[src/rtl/cdp_mul_rcv_pkg.sv]
// Shared widths and saturation helpers for the CDP multiplier-result receiver.
package cdp_mul_rcv_pkg;

    localparam int IN_BW_DEF  = 25;
    localparam int ACC_BW_DEF = 32;
    localparam int OUT_BW_DEF = 16;
    localparam int GRP_W_DEF  = 4;
    localparam int SHIFT_W    = 5;
    localparam int FIFO_DEPTH = 2;

    function automatic longint sat_max(input int w);
        return (longint'(1) <<< (w - 1)) - 1;
    endfunction

    function automatic longint sat_min(input int w);
        return -(longint'(1) <<< (w - 1));
    endfunction

endpackage

[src/rtl/cdp_dp_mul_rcv_fifo2.sv]
// Two-entry register FIFO with occupancy count and a valid/ready pop side.
module cdp_dp_mul_rcv_fifo2
    import cdp_mul_rcv_pkg::*;
#(
    parameter int pW = 17
) (
    input  logic          autosa_core_clk,
    input  logic          autosa_core_rstn,
    input  logic          i_push,
    input  logic [pW-1:0] i_push_data,
    output logic          o_full,
    output logic          o_empty,
    output logic [1:0]    o_count,
    output logic          o_vld,
    input  logic          i_rdy,
    output logic [pW-1:0] o_data
);

    logic [pW-1:0] r_mem [FIFO_DEPTH];
    logic          r_wr_ptr;
    logic          r_rd_ptr;
    logic [1:0]    r_count;
    logic          w_push;
    logic          w_pop;

    assign o_count = r_count;
    assign o_full  = (r_count == 2'(FIFO_DEPTH));
    assign o_empty = (r_count == 2'd0);
    assign o_vld   = ~o_empty;
    assign o_data  = r_mem[r_rd_ptr];
    assign w_pop   = o_vld & i_rdy;
    assign w_push  = i_push & ~o_full;

    always_ff @(posedge autosa_core_clk or negedge autosa_core_rstn) begin
        if (!autosa_core_rstn) begin
            r_mem[0] <= '0;
            r_mem[1] <= '0;
            r_wr_ptr <= 1'b0;
            r_rd_ptr <= 1'b0;
            r_count  <= 2'd0;
        end else begin
            if (w_push) begin
                r_mem[r_wr_ptr] <= i_push_data;
                r_wr_ptr        <= ~r_wr_ptr;
            end
            if (w_pop) begin
                r_rd_ptr <= ~r_rd_ptr;
            end
            r_count <= r_count + {1'b0, w_push} - {1'b0, w_pop};
        end
    end

endmodule

[src/rtl/cdp_dp_mul_acc_rcv.sv]
// Group accumulator for the CDP multiplier product stream: sum, round-shift, saturate, buffer.
// Optional CDP_MUL_RCV_PERF_EN adds saturation and input-stall performance counters.
module cdp_dp_mul_acc_rcv
    import cdp_mul_rcv_pkg::*;
#(
    parameter int pIN_BW  = IN_BW_DEF,
    parameter int pACC_BW = ACC_BW_DEF,
    parameter int pOUT_BW = OUT_BW_DEF,
    parameter int pGRP_W  = GRP_W_DEF
) (
    input  logic                      autosa_core_clk,
    input  logic                      autosa_core_rstn,
    input  logic                      mul_unit_vld,
    output logic                      mul_unit_rdy,
    input  logic signed [pIN_BW-1:0]  mul_unit_pd,
    input  logic [pGRP_W-1:0]         cfg_grp_len,
    input  logic [SHIFT_W-1:0]        cfg_shift,
    output logic                      acc_out_vld,
    input  logic                      acc_out_rdy,
    output logic signed [pOUT_BW-1:0] acc_out_pd,
`ifdef CDP_MUL_RCV_PERF_EN
    output logic [31:0]               perf_sat_cnt,
    output logic [31:0]               perf_stall_cnt,
`endif
    output logic                      acc_out_sat
);

    localparam logic signed [pACC_BW:0] LIM_MAX = (pACC_BW+1)'(sat_max(pOUT_BW));
    localparam logic signed [pACC_BW:0] LIM_MIN = (pACC_BW+1)'(sat_min(pOUT_BW));

    // Returns {sat, result}; the extra bit keeps the rounding add from overflowing.
    function automatic logic [pOUT_BW:0] round_sat(input logic signed [pACC_BW-1:0] sum,
                                                   input logic [SHIFT_W-1:0]        sh);
        logic signed [pACC_BW:0] ext;
        logic signed [pACC_BW:0] rnd;
        logic signed [pACC_BW:0] res;
        ext = {sum[pACC_BW-1], sum};
        rnd = ext;
        if (sh != '0) begin
            rnd = ext + ((pACC_BW+1)'(1) << (sh - SHIFT_W'(1)));
        end
        res = rnd >>> sh;
        if (res > LIM_MAX) begin
            return {1'b1, LIM_MAX[pOUT_BW-1:0]};
        end else if (res < LIM_MIN) begin
            return {1'b1, LIM_MIN[pOUT_BW-1:0]};
        end
        return {1'b0, res[pOUT_BW-1:0]};
    endfunction

    logic signed [pACC_BW-1:0] r_acc;
    logic [pGRP_W-1:0]         r_cnt;
    logic [pGRP_W-1:0]         r_grp_len;
    logic [SHIFT_W-1:0]        r_shift;

    logic                      w_accept;
    logic                      w_first;
    logic                      w_last;
    logic [pGRP_W-1:0]         w_grp_len_eff;
    logic [SHIFT_W-1:0]        w_shift_eff;
    logic signed [pACC_BW-1:0] w_pd_ext;
    logic signed [pACC_BW-1:0] w_sum;
    logic [pOUT_BW:0]          w_post;
    logic                      w_push;
    logic                      w_full;
    logic                      w_empty;
    logic [1:0]                w_count;
    logic [pOUT_BW:0]          w_head;

    // The first beat of a group uses live config; later beats use the copy latched then.
    assign w_first       = (r_cnt == '0);
    assign w_grp_len_eff = w_first ? cfg_grp_len : r_grp_len;
    assign w_shift_eff   = w_first ? cfg_shift : r_shift;

    assign mul_unit_rdy  = ~w_full;
    assign w_accept      = mul_unit_vld & mul_unit_rdy;
    assign w_last        = (r_cnt == w_grp_len_eff);
    assign w_pd_ext      = pACC_BW'(mul_unit_pd);
    assign w_sum         = r_acc + w_pd_ext;
    assign w_post        = round_sat(w_sum, w_shift_eff);
    assign w_push        = w_accept & w_last;

    always_ff @(posedge autosa_core_clk or negedge autosa_core_rstn) begin
        if (!autosa_core_rstn) begin
            r_acc     <= '0;
            r_cnt     <= '0;
            r_grp_len <= '0;
            r_shift   <= '0;
        end else if (w_accept) begin
            if (w_first) begin
                r_grp_len <= cfg_grp_len;
                r_shift   <= cfg_shift;
            end
            if (w_last) begin
                r_acc <= '0;
                r_cnt <= '0;
            end else begin
                r_acc <= w_sum;
                r_cnt <= r_cnt + pGRP_W'(1);
            end
        end
    end

    cdp_dp_mul_rcv_fifo2 #(
        .pW (pOUT_BW + 1)
    ) u_fifo (
        .autosa_core_clk  (autosa_core_clk),
        .autosa_core_rstn (autosa_core_rstn),
        .i_push           (w_push),
        .i_push_data      (w_post),
        .o_full           (w_full),
        .o_empty          (w_empty),
        .o_count          (w_count),
        .o_vld            (acc_out_vld),
        .i_rdy            (acc_out_rdy),
        .o_data           (w_head)
    );

    assign acc_out_sat = w_head[pOUT_BW];
    assign acc_out_pd  = w_head[pOUT_BW-1:0];

`ifdef CDP_MUL_RCV_PERF_EN
    logic [31:0] r_perf_sat;
    logic [31:0] r_perf_stall;

    always_ff @(posedge autosa_core_clk or negedge autosa_core_rstn) begin
        if (!autosa_core_rstn) begin
            r_perf_sat   <= '0;
            r_perf_stall <= '0;
        end else begin
            if (w_push && w_post[pOUT_BW] && (r_perf_sat != '1)) begin
                r_perf_sat <= r_perf_sat + 32'd1;
            end
            if (mul_unit_vld && !mul_unit_rdy && (r_perf_stall != '1)) begin
                r_perf_stall <= r_perf_stall + 32'd1;
            end
        end
    end

    assign perf_sat_cnt   = r_perf_sat;
    assign perf_stall_cnt = r_perf_stall;
`endif

endmodule

[config.mk]
export PLATFORM = sky130hd
export DESIGN_NAME = cdp_dp_mul_acc_rcv
export DESIGN_NICKNAME = d
export VERILOG_FILES = /design/src/rtl/cdp_mul_rcv_pkg.sv /design/src/rtl/cdp_dp_mul_rcv_fifo2.sv /design/src/rtl/cdp_dp_mul_acc_rcv.sv
export SDC_FILE = /design/constraint.sdc
export NUM_CORES = 1
export LEC_CHECK = 0
export CAP_MARGIN = 40
export CORE_ASPECT_RATIO = 0.8
export CORE_MARGIN = 1.5
export CORE_UTILIZATION = 25
export DETAILED_ROUTE_END_ITERATION = 16
export PLACE_DENSITY_LB_ADDON = 0.2
export SYNTH_ARGS = -nofsm -noshare
export SYNTH_HDL_FRONTEND = slang
export SYNTH_HIERARCHICAL = 1
export SYNTH_SLANG_ARGS = --single-unit
export TNS_END_PERCENT = 1
[constraint.sdc]
create_clock -name autosa_core_clk -period 9.5 [get_ports autosa_core_clk]
set_input_delay 0.95 -clock autosa_core_clk [delete_from_list [all_inputs] [get_ports autosa_core_clk]]
set_output_delay 0.95 -clock autosa_core_clk [all_outputs]
set_load 0.005 [all_outputs]
# After elaboration in Yosys (flattened, before gate mapping)
# Cells that the tools add are included.
[classes]
bitwise = 10
n_eq_ne = 2
n_mux = 16
shift = 2
add_sub_neg = 6
n_lt_le_gt_ge = 5
n_reduce_logical = 4
[ops]
columns = ["cell", "count"]
rows = [
  ["$mux 17", 7],
  ["$bwmux 34", 1],
  ["$add 32x33->33", 1],
  ["$gt 33x16->1 const B", 1],
  ["$lt 33x16->1 const B", 1],
  ["$mux 33", 1],
  ["$shl 1x5->33 const A", 1],
  ["$sshr 33x5->33", 1],
  ["$add 32x25->32", 1],
  ["$mux 32", 1],
  ["$demux 17 s1", 1],
  ["$mux 4", 2],
  ["$mux 5", 1],
  ["$reduce_bool 5->1", 1],
  ["$sub 5x1->5 const B", 1],
  ["$add 4x1->4 const B", 1],
  ["$and 1x1->1", 4],
  ["$eq 4x4->1", 1],
  ["$ge 2x2->1 const B", 2],
  ["$logic_not 4->1", 1],
  ["$not 1->1", 4],
  ["$not 1->2", 2],
  ["$add 2x1->2", 1],
  ["$eq 2x2->1 const B", 1],
  ["5 further kinds", 6],
]
[word_totals]
register_bits = 83
word_cells = 54
output_inout_bits = 19

# Logic depth before layout (Yosys ltp)
[depth]
ltp_word = 12
ltp_mapped = 32
ltp_nobuf = 28

# By module
# Netlist, hierarchy kept.
[modules_own_cells]
columns = ["mod", "cells_each", "area_each_um2", "instances"]
rows = [
  ["cdp_dp_mul_acc_rcv", 1238, 8708.4, 1],
  ["cdp_dp_mul_rcv_fifo2", 110, 1790.5, 1],
]

# Worst setup path after synthesis
# No wires, ideal clock.
[synth_path]
path_kind = "reg-to-reg"
startpoint = "reg r_cnt[0]"
endpoint = "reg u_fifo/r_mem[12] (netlist bit)"
path_slack_ns = 2.529
required_ns = 9.375
synth_period_minus_slack_ns = 6.971
setup_time_ns = 0.125
path_stages_with_launch = 32
t_arrival_ns = 6.845
path_buffers = 8
cell_sequence = "dfrtp_1 > inv_1 > ha_1 > nor3b_2 > buf_6 > buf_1 > mux2i_1 > clkbuf_1 > clkbuf_1 > buf_1 > buf_1 > nor3_1 > ha_1 > nand2_1 > a2111oi_1 > a22o_1 > o311ai_4 > nor2_1 > nand4b_1 > a21oi_1 > xnor2_2 > inv_2 > buf_2 > nor2_1 > a211oi_1 > o32ai_1 > o2111ai_1 > o31ai_1 > a41o_2 > buf_6 > o31ai_1 > mux2_4"
[synth_via]
elab_chain_len = 12
elab_cells_between_ends = 19
classes_between = "add/sub (2); order compare (2); eq/ne (1); shift (2); mux (8); bitwise (2); reduce/logical (2)"
[synth_lines]
columns = ["item", "line", "rtl"]
rows = [
  ["start, declared", "cdp_dp_mul_acc_rcv.sv:52", "logic [pGRP_W-1:0] r_cnt;"],
  ["start signal, assigned", "cdp_dp_mul_acc_rcv.sv:99", "r_cnt <= r_cnt + pGRP_W'(1);"],
  ["$logic_not 4->1 (*)", "cdp_dp_mul_acc_rcv.sv:71", "assign w_first = (r_cnt == '0);"],
  ["$mux 5 (*)", "--", ""],
  ["$sub 5x1->5", "cdp_dp_mul_acc_rcv.sv:40", "rnd = ext + ((pACC_BW+1)'(1) << (sh - SHIFT_W'(1)));"],
  ["$shl 1x5->33", "cdp_dp_mul_acc_rcv.sv:40", ""],
  ["$add 32x33->33", "cdp_dp_mul_acc_rcv.sv:40", ""],
  ["$mux 33", "cdp_dp_mul_acc_rcv.sv:39", "if (sh != '0) begin"],
  ["$sshr 33x5->33 (*)", "cdp_dp_mul_acc_rcv.sv:42", "res = rnd >>> sh;"],
  ["$lt 33x16->1", "cdp_dp_mul_acc_rcv.sv:45", "end else if (res < LIM_MIN) begin"],
  ["$mux 1", "cdp_dp_mul_acc_rcv.sv:45", ""],
  ["$mux 1", "cdp_dp_mul_acc_rcv.sv:43", "if (res > LIM_MAX) begin"],
  ["$mux 17 (*)", "cdp_dp_mul_acc_rcv.sv:48", "return {1'b0, res[pOUT_BW-1:0]};"],
  ["net w_post[12]", "cdp_dp_mul_acc_rcv.sv:63", "logic [pOUT_BW:0] w_post;"],
  ["$bwmux 34 (*)", "cdp_dp_mul_rcv_fifo2.sv:43", "r_mem[r_wr_ptr] <= i_push_data;"],
  ["end signal, assigned by index", "cdp_dp_mul_rcv_fifo2.sv:43", ""],
  ["end, declared", "cdp_dp_mul_rcv_fifo2.sv:19", "logic [pW-1:0] r_mem [FIFO_DEPTH];"],
]
# The timed path passes the listed nets; every way through them passes the cells marked *.
# A chain may end at the register's enable or synchronous reset.

# Worst setup path in the final report
[layout_path]
startpoint = "in mul_unit_pd[0]"
endpoint = "reg u_fifo/r_mem[11] (netlist bit)"
[layout_via]
elab_chain_len = 9
elab_cells_between_ends = 11
classes_between = "add/sub (2); order compare (2); shift (1); mux (6)"
[layout_lines]
columns = ["item", "line", "rtl"]
rows = [
  ["start, declared", "cdp_dp_mul_acc_rcv.sv:15", "input logic signed [pIN_BW-1:0] mul_unit_pd,"],
  ["$add 32x25->32 (*)", "cdp_dp_mul_acc_rcv.sv:79", "assign w_sum = r_acc + w_pd_ext;"],
  ["$add 32x33->33", "cdp_dp_mul_acc_rcv.sv:40", ""],
  ["$mux 33 (*)", "cdp_dp_mul_acc_rcv.sv:39", ""],
  ["$sshr 33x5->33 (*)", "cdp_dp_mul_acc_rcv.sv:42", ""],
  ["$lt 33x16->1", "cdp_dp_mul_acc_rcv.sv:45", ""],
  ["$mux 1", "cdp_dp_mul_acc_rcv.sv:45", ""],
  ["$mux 1", "cdp_dp_mul_acc_rcv.sv:43", ""],
  ["$mux 17 (*)", "cdp_dp_mul_acc_rcv.sv:48", ""],
  ["net w_post[11]", "cdp_dp_mul_acc_rcv.sv:63", ""],
  ["$bwmux 34 (*)", "cdp_dp_mul_rcv_fifo2.sv:43", ""],
]
# Marks and branches as above.

==> results_dict.tcl <==
set metrics [dict create \
    arrival_ns 8.98 \
    finalSetupViolations 0 \
    avgRoutedWirePerCell_um 20.5 \
    dpl.hpwl_mm 29.7 \
    worstMarginPinSlew_ns 0.877 \
    fmax_mhz 115 \
    layout-drive-gt1-share_pct 11.7 \
    fin_tns_setup_ns 0 \
    placed_area_mm2 0.0116 \
    dr_wl_met3_mm 2.45 \
    htree_num_levels 3 \
    stdcell_count 1915 \
    yosysWarnings 6 \
    hold_path_class "in2async" \
    path_clk_slew_ns 0.08 \
    cts_sinks 83 \
    diodes 0 \
    fp.dieW_um 232 \
    cts-root-buf "clkbuf_16" \
    post_cts_resize_count 0 \
    clk-insertion-delay-late_ns 0.39 \
    slew_headroom_pct 41.5 \
    grt_pass1_vias 9907 \
    drt_pass1_iterations 6 \
    ant_nets 0 \
    cts_setup_buffers 0 \
    period_minus_slack_ns 8.70 \
    drv_slew 0 \
    routed_wirelength_mm 39.2 \
    dieArea_mm2 0.0432 \
    rsz0062_at_grt "no" \
    syn-instance-count 1347 \
    die_h_um 186 \
    rows 66 \
    crit_path_start_kind "input port" \
    syn_avg_cell_area_um2 7.79 \
    worstSetupEndpointType "flop" \
    finalCritPeriodShare_pct 91.6 \
    numCtsBuffers 9 \
    ctsLongestPathBuffers 2 \
    crit_required_ns 9.78 \
    dp.cells 1899 \
    num_vias 10600 \
    start_util_pct 25.6 \
    antenna_found_initial 1 \
    grt_max_degree 56 \
    routed.top_layer "met5" \
    wl_met2_mm 16.5 \
    nets 1473 \
    ios 57 \
    grt_usage_pct 18.1 \
    core_mm2 0.0410 \
    grt-ovfl-total 0 \
    maxCapViolCount 0 \
    drt-met1-wl_mm 19.6 \
    viasPerCell 5.55 \
    critical_path_class "in2reg" \
    grt_pass1_wl_mm 60.3 \
    drt_iter0_markers 1046 \
    crit_path_max_fanout 16 \
    skew_ns 0.0191 \
    synthToLayoutAreaGrowth_pct 13.9 \
    design_area_mm2 0.0120 \
    cts_tree "yes" \
    synth.net_count 1454 \
    drc 0 \
    gp_congestion 0.925 \
    hold_violations 0 \
    synth_area_mm2 0.0105 \
    outcome "completed" \
    hold_buffers 0 \
    io_buffer_count 56 \
]
-- metal layers --
layer	vias to the layer above	track usage (%)
met5	-	0
met1	5138	26.9
met3	36	3.34
li1	5121	-
met4	2	5.01
met2	337	26.5
-- worst max-delay path: stages --
cell	delay, ns
clkdlybuf4s50_1	0.46
ha_1	0.16
inv_1	0.06
fa_1	0.40
nor2b_1	0.19
o2111ai_1	0.27
nand4_1	0.30
a21boi_2	0.15
nor3_1	0.52
ha_1	0.53
a21oi_1	0.61
o221ai_1	0.37
a221oi_1	0.49
o21bai_1	0.25
a211oi_1	0.25
o22ai_1	0.11
a311oi_1	0.27
and3_1	0.39
and2_1	0.23
a21oi_2	0.10
mux2i_1	0.43
nor2_1	0.07
and4b_1	0.23
a311oi_4	0.59
o21ai_1	0.28
mux2_4	0.31
-- per-stage QoR --
step                setup slack (ns)  hold WS [ns]  utilization, %
floorplan                       2.53         0.443               -
global placement               0.546         0.469            28.3
detailed placement             0.518         0.462            28.4
CTS                            0.938         0.491            29.1
global route                   0.311         0.500            29.1
finish                         0.799         0.486            29.1
-- final timing paths --
check	slack [ns]	cells after the start	from	endpoint
max	0.80	26	mul_unit_pd[0]	u_fifo/r_mem[11]$_DFFE_PN0P_
min reg2reg	0.49	2	r_acc[19]$_DFFE_PN0P_	r_acc[19]$_DFFE_PN0P_
max in group asynchronous	7.88	2	autosa_core_rstn	u_fifo/r_mem[21]$_DFFE_PN0P_
min in group autosa_core_clk	0.49	2	r_acc[19]$_DFFE_PN0P_	r_acc[19]$_DFFE_PN0P_
max reg2reg	1.47	25	r_acc[0]$_DFFE_PN0P_	u_fifo/r_mem[11]$_DFFE_PN0P_
min	0.49	1	autosa_core_rstn	r_acc[4]$_DFFE_PN0P_
-- layout make-up --
| cell class | count | area (um2) |
|---|---|---|
| fill | 4477 | 29100 |
| sequential | 83 | 2080 |
| clock inverter | 7 | 81.3 |
| inverter | 40 | 153 |
| multi-input combinational | 1149 | 7960 |
| clock buffer | 9 | 225 |
| timing repair buffer | 83 | 776 |
| tap | 544 | 681 |
-- placed cells by master (no fill, tap or decap), types with 9 or more instances in the layout --
cell type / count
nor4_1: 11
a31oi_1: 25
buf_4: 26
a22o_1: 19
a211oi_1: 30
nand3_1: 32
clkdlybuf4s50_1: 55
o21ai_0: 83
nand2_1: 158
mux2_4: 21
nand4_1: 18
xor2_1: 22
o21bai_1: 10
o21ai_1: 19
o211ai_1: 15
nor3_1: 51
and3_1: 12
clkbuf_16: 9
ha_1: 67
xnor2_1: 34
nor2_1: 125
mux2i_1: 19
a21o_1: 26
o31ai_1: 16
inv_1: 36
mux2_2: 42
a21oi_1: 109
dfrtp_1: 83
-- registers in the layout (all words and copies together) (netlist names) --
| signal | flops |
|---|---|
| u_fifo/r_mem | 34 |
| r_acc | 32 |
| r_shift | 5 |
| r_cnt | 4 |
| r_grp_len | 4 |
| u_fifo/o_count | 2 |
| u_fifo/r_rd_ptr | 1 |
| u_fifo/r_wr_ptr | 1 |
Power is not shown: default switching activity piles up to over one toggle a cycle in this logic, so the estimate is an artifact.
